[config.mk]
export PLATFORM = sky130hd
export DESIGN_NAME = qqspi_arbiter
export DESIGN_NICKNAME = d
export VERILOG_FILES = /design/src/rtl/qqspi_pkg.sv /design/src/rtl/qqspi_rr_arbiter.sv /design/src/rtl/qqspi_arbiter.sv
export SDC_FILE = /design/constraint.sdc
export NUM_CORES = 1
export LEC_CHECK = 0
export BUFFER_PORTS_ARGS = -buffer_cell sky130_fd_sc_hd__buf_2
export CAP_MARGIN = 10
export CORE_MARGIN = 3
export CORE_UTILIZATION = 39
export DETAILED_ROUTE_END_ITERATION = 8
export HOLD_SLACK_MARGIN = 0.06
export PLACE_DENSITY = 0.84
export SYNTH_ARGS = -nofsm -noshare
export SYNTH_HDL_FRONTEND = slang
export SYNTH_HIERARCHICAL = 1
export SYNTH_SLANG_ARGS = --single-unit
[constraint.sdc]
create_clock -name clk -period 1.6 [get_ports clk]
set_input_delay 0.16 -clock clk [delete_from_list [all_inputs] [get_ports clk]]
set_output_delay 0.16 -clock clk [all_outputs]
set_load 0.03 [all_outputs]
[src/rtl/qqspi_pkg.sv]
// Shared definitions for the qqspi arbiter: FSM encoding, default address windows,
// qqspi word-address width and small address helpers.
package qqspi_pkg;

    typedef enum logic [1:0] {
        ST_IDLE  = 2'd0,
        ST_ISSUE = 2'd1,
        ST_RESP  = 2'd2,
        ST_ERR   = 2'd3
    } state_e;

    localparam logic [31:0] FLASH_BASE_DEF = 32'h2000_0000;
    localparam logic [31:0] FLASH_END_DEF  = 32'h2100_0000;
    localparam logic [31:0] PSRAM_BASE_DEF = 32'h8000_0000;
    localparam logic [31:0] PSRAM_END_DEF  = 32'h8080_0000;

    localparam int unsigned MEM_AW = 23;

    function automatic logic [MEM_AW-1:0] word_addr(input logic [31:0] a);
        return {1'b0, a[23:2]};
    endfunction

    // Half-open window test [base, lim), unsigned on 32 bits.
    function automatic logic in_window(input logic [31:0] a,
                                       input logic [31:0] base,
                                       input logic [31:0] lim);
        return (a >= base) && (a < lim);
    endfunction

endpackage

[src/rtl/qqspi_rr_arbiter.sv]
// Two-way round-robin grant; on a tie the master that did not win last time is chosen.
module qqspi_rr_arbiter (
    input  logic       clk,
    input  logic       rst,
    input  logic [1:0] req_i,
    input  logic       take_i,
    output logic       gnt_o,
    output logic       any_o
);

    logic last_q;
    logic last_d;

    always_comb begin
        any_o = req_i[0] | req_i[1];
        if (req_i[0] && req_i[1]) begin
            gnt_o = ~last_q;
        end else begin
            gnt_o = req_i[1];
        end
        last_d = (take_i && any_o) ? gnt_o : last_q;
    end

    // Reset to m1 so that m0 wins the first tie.
    always_ff @(posedge clk) begin
        if (rst) begin
            last_q <= 1'b1;
        end else begin
            last_q <= last_d;
        end
    end

endmodule

[src/rtl/qqspi_arbiter.sv]
// Shares one qqspi quad-SPI engine (flash on ce0, PSRAM on ce1) between two masters,
// with region decode, error responses for illegal accesses and a transfer timeout.
module qqspi_arbiter
    import qqspi_pkg::*;
#(
    parameter logic [31:0] FLASH_BASE     = FLASH_BASE_DEF,
    parameter logic [31:0] FLASH_END      = FLASH_END_DEF,
    parameter logic [31:0] PSRAM_BASE     = PSRAM_BASE_DEF,
    parameter logic [31:0] PSRAM_END      = PSRAM_END_DEF,
    parameter int unsigned TIMEOUT_CYCLES = 4096
) (
    input  logic              clk,
    input  logic              rst,

    input  logic              m0_valid,
    input  logic [31:0]       m0_addr,
    input  logic [31:0]       m0_wdata,
    input  logic [3:0]        m0_wstrb,
    output logic              m0_ready,
    output logic [31:0]       m0_rdata,
    output logic              m0_err,

    input  logic              m1_valid,
    input  logic [31:0]       m1_addr,
    input  logic [31:0]       m1_wdata,
    input  logic [3:0]        m1_wstrb,
    output logic              m1_ready,
    output logic [31:0]       m1_rdata,
    output logic              m1_err,

    output logic              mem_valid,
    output logic [MEM_AW-1:0] mem_addr,
    output logic [31:0]       mem_wdata,
    output logic [3:0]        mem_wstrb,
    output logic              mem_psram,
    input  logic              mem_ready,
    input  logic [31:0]       mem_rdata
);

    localparam int          TW      = (TIMEOUT_CYCLES > 2) ? $clog2(TIMEOUT_CYCLES) : 1;
    localparam bit          TMO_EN  = (TIMEOUT_CYCLES != 0);
    localparam logic [TW-1:0] TMO_MAX = TMO_EN ? TW'(TIMEOUT_CYCLES - 1) : '1;

    state_e              state_q, state_d;
    logic [TW-1:0]       tmo_q, tmo_d;
    logic [31:0]         rdata_q, rdata_d;
    logic                gnt_q;
    logic [MEM_AW-1:0]   addr_q;
    logic [31:0]         wdata_q;
    logic [3:0]          wstrb_q;
    logic                psram_q;

    logic                gnt;
    logic                any_req;
    logic                capture;
    logic [31:0]         sel_addr;
    logic [31:0]         sel_wdata;
    logic [3:0]          sel_wstrb;
    logic                flash_hit;
    logic                psram_hit;
    logic                legal;

    qqspi_rr_arbiter u_rr (
        .clk    (clk),
        .rst    (rst),
        .req_i  ({m1_valid, m0_valid}),
        .take_i (state_q == ST_IDLE),
        .gnt_o  (gnt),
        .any_o  (any_req)
    );

    assign sel_addr  = gnt ? m1_addr  : m0_addr;
    assign sel_wdata = gnt ? m1_wdata : m0_wdata;
    assign sel_wstrb = gnt ? m1_wstrb : m0_wstrb;

    // Flash is read-only; a write into it is treated like a miss.
    assign flash_hit = in_window(sel_addr, FLASH_BASE, FLASH_END);
    assign psram_hit = in_window(sel_addr, PSRAM_BASE, PSRAM_END);
    assign legal     = psram_hit | (flash_hit & (sel_wstrb == 4'b0000));

    always_comb begin
        state_d = state_q;
        tmo_d   = tmo_q;
        rdata_d = rdata_q;
        capture = 1'b0;
        unique case (state_q)
            ST_IDLE: begin
                if (any_req) begin
                    capture = 1'b1;
                    tmo_d   = '0;
                    state_d = legal ? ST_ISSUE : ST_ERR;
                end
            end
            ST_ISSUE: begin
                if (mem_ready) begin
                    rdata_d = mem_rdata;
                    state_d = ST_RESP;
                end else if (TMO_EN && (tmo_q == TMO_MAX)) begin
                    state_d = ST_ERR;
                end else if (tmo_q != TMO_MAX) begin
                    tmo_d = tmo_q + 1'b1;
                end
            end
            ST_RESP: state_d = ST_IDLE;
            ST_ERR:  state_d = ST_IDLE;
            default: state_d = ST_IDLE;
        endcase
    end

    always_ff @(posedge clk) begin
        if (rst) begin
            state_q <= ST_IDLE;
            tmo_q   <= '0;
            rdata_q <= '0;
        end else begin
            state_q <= state_d;
            tmo_q   <= tmo_d;
            rdata_q <= rdata_d;
        end
    end

    // Request payload is frozen at grant time so mem_* stay constant through ISSUE.
    always_ff @(posedge clk) begin
        if (rst) begin
            gnt_q   <= 1'b0;
            addr_q  <= '0;
            wdata_q <= '0;
            wstrb_q <= '0;
            psram_q <= 1'b0;
        end else if (capture) begin
            gnt_q   <= gnt;
            addr_q  <= word_addr(sel_addr);
            wdata_q <= sel_wdata;
            wstrb_q <= sel_wstrb;
            psram_q <= psram_hit;
        end
    end

    assign mem_valid = (state_q == ST_ISSUE);
    assign mem_addr  = addr_q;
    assign mem_wdata = wdata_q;
    assign mem_wstrb = wstrb_q;
    assign mem_psram = psram_q;

    always_comb begin
        m0_ready = 1'b0;
        m1_ready = 1'b0;
        m0_rdata = '0;
        m1_rdata = '0;
        m0_err   = 1'b0;
        m1_err   = 1'b0;
        if (state_q == ST_RESP) begin
            if (gnt_q) begin
                m1_ready = 1'b1;
                m1_rdata = rdata_q;
            end else begin
                m0_ready = 1'b1;
                m0_rdata = rdata_q;
            end
        end else if (state_q == ST_ERR) begin
            if (gnt_q) begin
                m1_ready = 1'b1;
                m1_err   = 1'b1;
            end else begin
                m0_ready = 1'b1;
                m0_err   = 1'b1;
            end
        end
    end

endmodule
==> metrics.cfg <==
[grt]
track_usage_pct = 23.56
met1_usage_pct = 24.18
grt_max_degree = 47
grt_overflow = 0
met3_usage_pct = 5.707
grt_pass1_wl_um = 25180
top_usage_layer = met2
antenna_found_initial = 0
grt_pass1_vias = 5105
grt_util_met2_pct = 45.66

[routing]
drc = 0
vias = 5442
routedWlPerCell_um = 17.28
first_pass_iters = 5
drt_iter0_markers = 415
avgViaCountPerCell = 4.997
ant_nets = 0
routed_wl_um = 18820

[setup_path]
cp_data_arrival_time_ns = 1.71
start_kind = flop
critical-path-slowest-cell = dfxtp_2
end_kind = primary output
critPathMaxStageDelay_ns = 0.34
cp.required_ns = 1.44
critPathKind = flop to primary output
crit_chain = buf_6 > nor2b_4 > nor2b_4 > clkbuf_16 > and2_2 > buf_6
cp_max_fo = 16

[sta]
fin_crit_ns = 1.867
worst_slew_pin_slew_ns = 0.4970
maxSlewHeadroom_pct = 66.56
post-route-period-util_pct = 116.7
finClkSkew_ns = 0.01113
fin_ws_ns = -0.2671
setup_violations = 71
grt_setup_unrepaired = true
fmax_mhz = 535.6
finalHoldViolCount = 0
drv_slew = 0

[floorplanning]
fp.dieH_um = 117.1
die_area_um2 = 13720
core_um2 = 11760
die_w_um = 117.1
std_cell_rows = 39
io_pins = 302
initial_core_util_pct = 40.96

[layout]
area_growth_syn_to_layout_pct = 68.83
stdcell_area_um2 = 8133
multi_input_area_um2 = 2810
n_antenna_cell = 0
regArea_um2 = 2153
final_common_cell = buf_2
drive_above_1_share_pct = 50.05
mostFrequentLayoutCells = buf_2, nand2_1, dfxtp_1
n_fill_cell = 915
fin_nets = 1094

[synth]
synth_warnings = 6
synth-main-ff-cell = dfxtp_1
synth_edf_count = 0
syn_nets = 754
synth-async-reset-ratio_pct = 0
synth_top_family_by_area = simple AND/OR/NAND/NOR gates
seq_area_frac_synth_pct = 44.47
synthCells = 580
ys_types = 40
synth_compound_area_share_pct = 11.90
ys_ff_latch = 107
synth_mux_area_share_pct = 12.36
yosys.area_share.simple_pct = 25.48
synth_adder_area_share_pct = 0.2597
avgSynthCellArea_um2 = 8.305
syn_area_um2 = 4817
synthXorXnorAreaFrac_pct = 1.818

[place]
dp_hpwl_um = 12010
pre_cts_slack_ns = -0.1203
io_buffers = 296
place_area_um2 = 6793
gp_congestion = 0.8166

[power_and_ir_drop]
power.leakage_nw = 3.748
ir_drop_v = 0.0004318
power_density_nw_per_um2 = 841.0

[clocking]
numCtsBuffers = 9
htreeDepth = 3
clock-sinks = 107
clk_pin_slew_ns = 0.07
clockRootBuffer = clkbuf_16
clk_path_buf_depth = 2
clkLatencyLatePin_ns = 0.34
tritoncts = yes

[outcome]
violations = setup timing
status = finished, violations left

[min_path]
hold_path.class = input port to flop

[job]
cap_violations = 0

-- metrics by stage --
step           utilization, %  power [mW]  hold WS (ns)  setup TNS (ns)  std cells
2_1_floorplan               -       3.919        0.2559          -3.200        580
3_3_place_gp            57.76       4.513        0.3962        -0.09616       1035
3_5_place_dp            57.76       4.547        0.3978         -0.4853       1035
4_1_cts                 66.48       6.716       0.06124          -10.55       1079
5_1_grt                 69.16       7.132       0.07028          -19.22       1089
6_report                69.16       6.840       0.07765          -14.35       1089
-- sequential cells by signal (all words and copies together) (netlist names) --
register     count
mem_wdata       32
rdata_q         32
mem_addr        22
tmo_q           12
mem_wstrb        4
state_q          2
gnt_q            1
mem_psram        1
u_rr/last_q      1
-- layer usage --
layer	up-vias	part of all wire, %
met1	2485	35
met5	-	0
li1	2622	-
met4	0	3.2
met2	289	54
met3	46	8.4
-- report_power, final --
group / internal [mW] / leakage (nW) / switching [mW]
sequential: 2.87 / 0.878 / 0.120
combinational: 0.709 / 2.74 / 1.01
clock: 1.11 / 0.132 / 1.02
total: 4.69 / 3.75 / 2.15
-- cell type report --
| type | count | share of cell area (%) |
|---|---|---|
| repair buffers | 369 | 32.91 |
| clock inverters | 5 | 0.4615 |
| inverters | 2 | 0.09231 |
| multi-input cells | 431 | 34.55 |
| clock buffers | 11 | 2.985 |
| well taps | 164 | 2.523 |
| flip-flops and latches | 107 | 26.48 |
-- logic make-up (layout without fill, tap and decap cells) --
| logic type | Yosys count | in the layout |
|---|---|---|
| flip-flops | 107 | 107 |
| adder cells (fa/ha/maj) | 1 | 1 |
| multiplexers | 59 | 59 |
| other | 1 | 1 |
| XOR/XNOR | 10 | 10 |
| AND/OR/NAND/NOR | 251 | 251 |
| AO/OA/AOI/OAI | 108 | 109 |
| buffers and inverters | 43 | 387 |
-- worst paths after layout --
| path | startpoint | end | slack [ns] | cells after the start |
|---|---|---|---|---|
| max | state_q[1] | m0_rdata[11] | -0.27 | 6 |
| min | mem_rdata[2] | rdata_q[2] | 0.08 | 3 |
| max reg2reg | tmo_q[7] | tmo_q[8] | -0.07 | 6 |
| min reg2reg | mem_addr[3] | mem_addr[3] | 0.45 | 2 |
-- cell usage after synthesis, types with 3 or more instances --
master	count	area (um2)
nand2_1	126	473.0
nor2_1	14	52.55
a21oi_1	38	190.2
a22o_1	3	26.28
clkbuf_1	29	108.9
dfxtp_1	107	2142
and3_1	5	31.28
mux2i_1	58	580.6
o21ai_0	60	300.3
nor4_1	3	18.77
and2_1	67	419.2
nand3_1	11	55.05
buf_2	8	40.04
buf_1	3	11.26
xor2_1	10	87.58
nand2b_1	3	18.77
nor2b_1	4	25.02
nand4_1	4	25.02
-- critical path, delay by kind of cell, from the launching register on --
kind                   cells  cell delay, ns
flip-flops                 1            0.34
AND/OR/NAND/NOR            3            0.58
buffers and inverters      3            0.46
-- what timing repair did --
action / in CTS / in global routing
hold buffers: 27 / 0
gates resized for setup: 143 / 73
hold endpoints to repair: 27 / 0
setup buffers: 0 / 4
gates cloned: 1 / 6
setup endpoints to repair: 74 / 99
pin swaps: 1 / 34
Power figures use the tool's default switching activity.
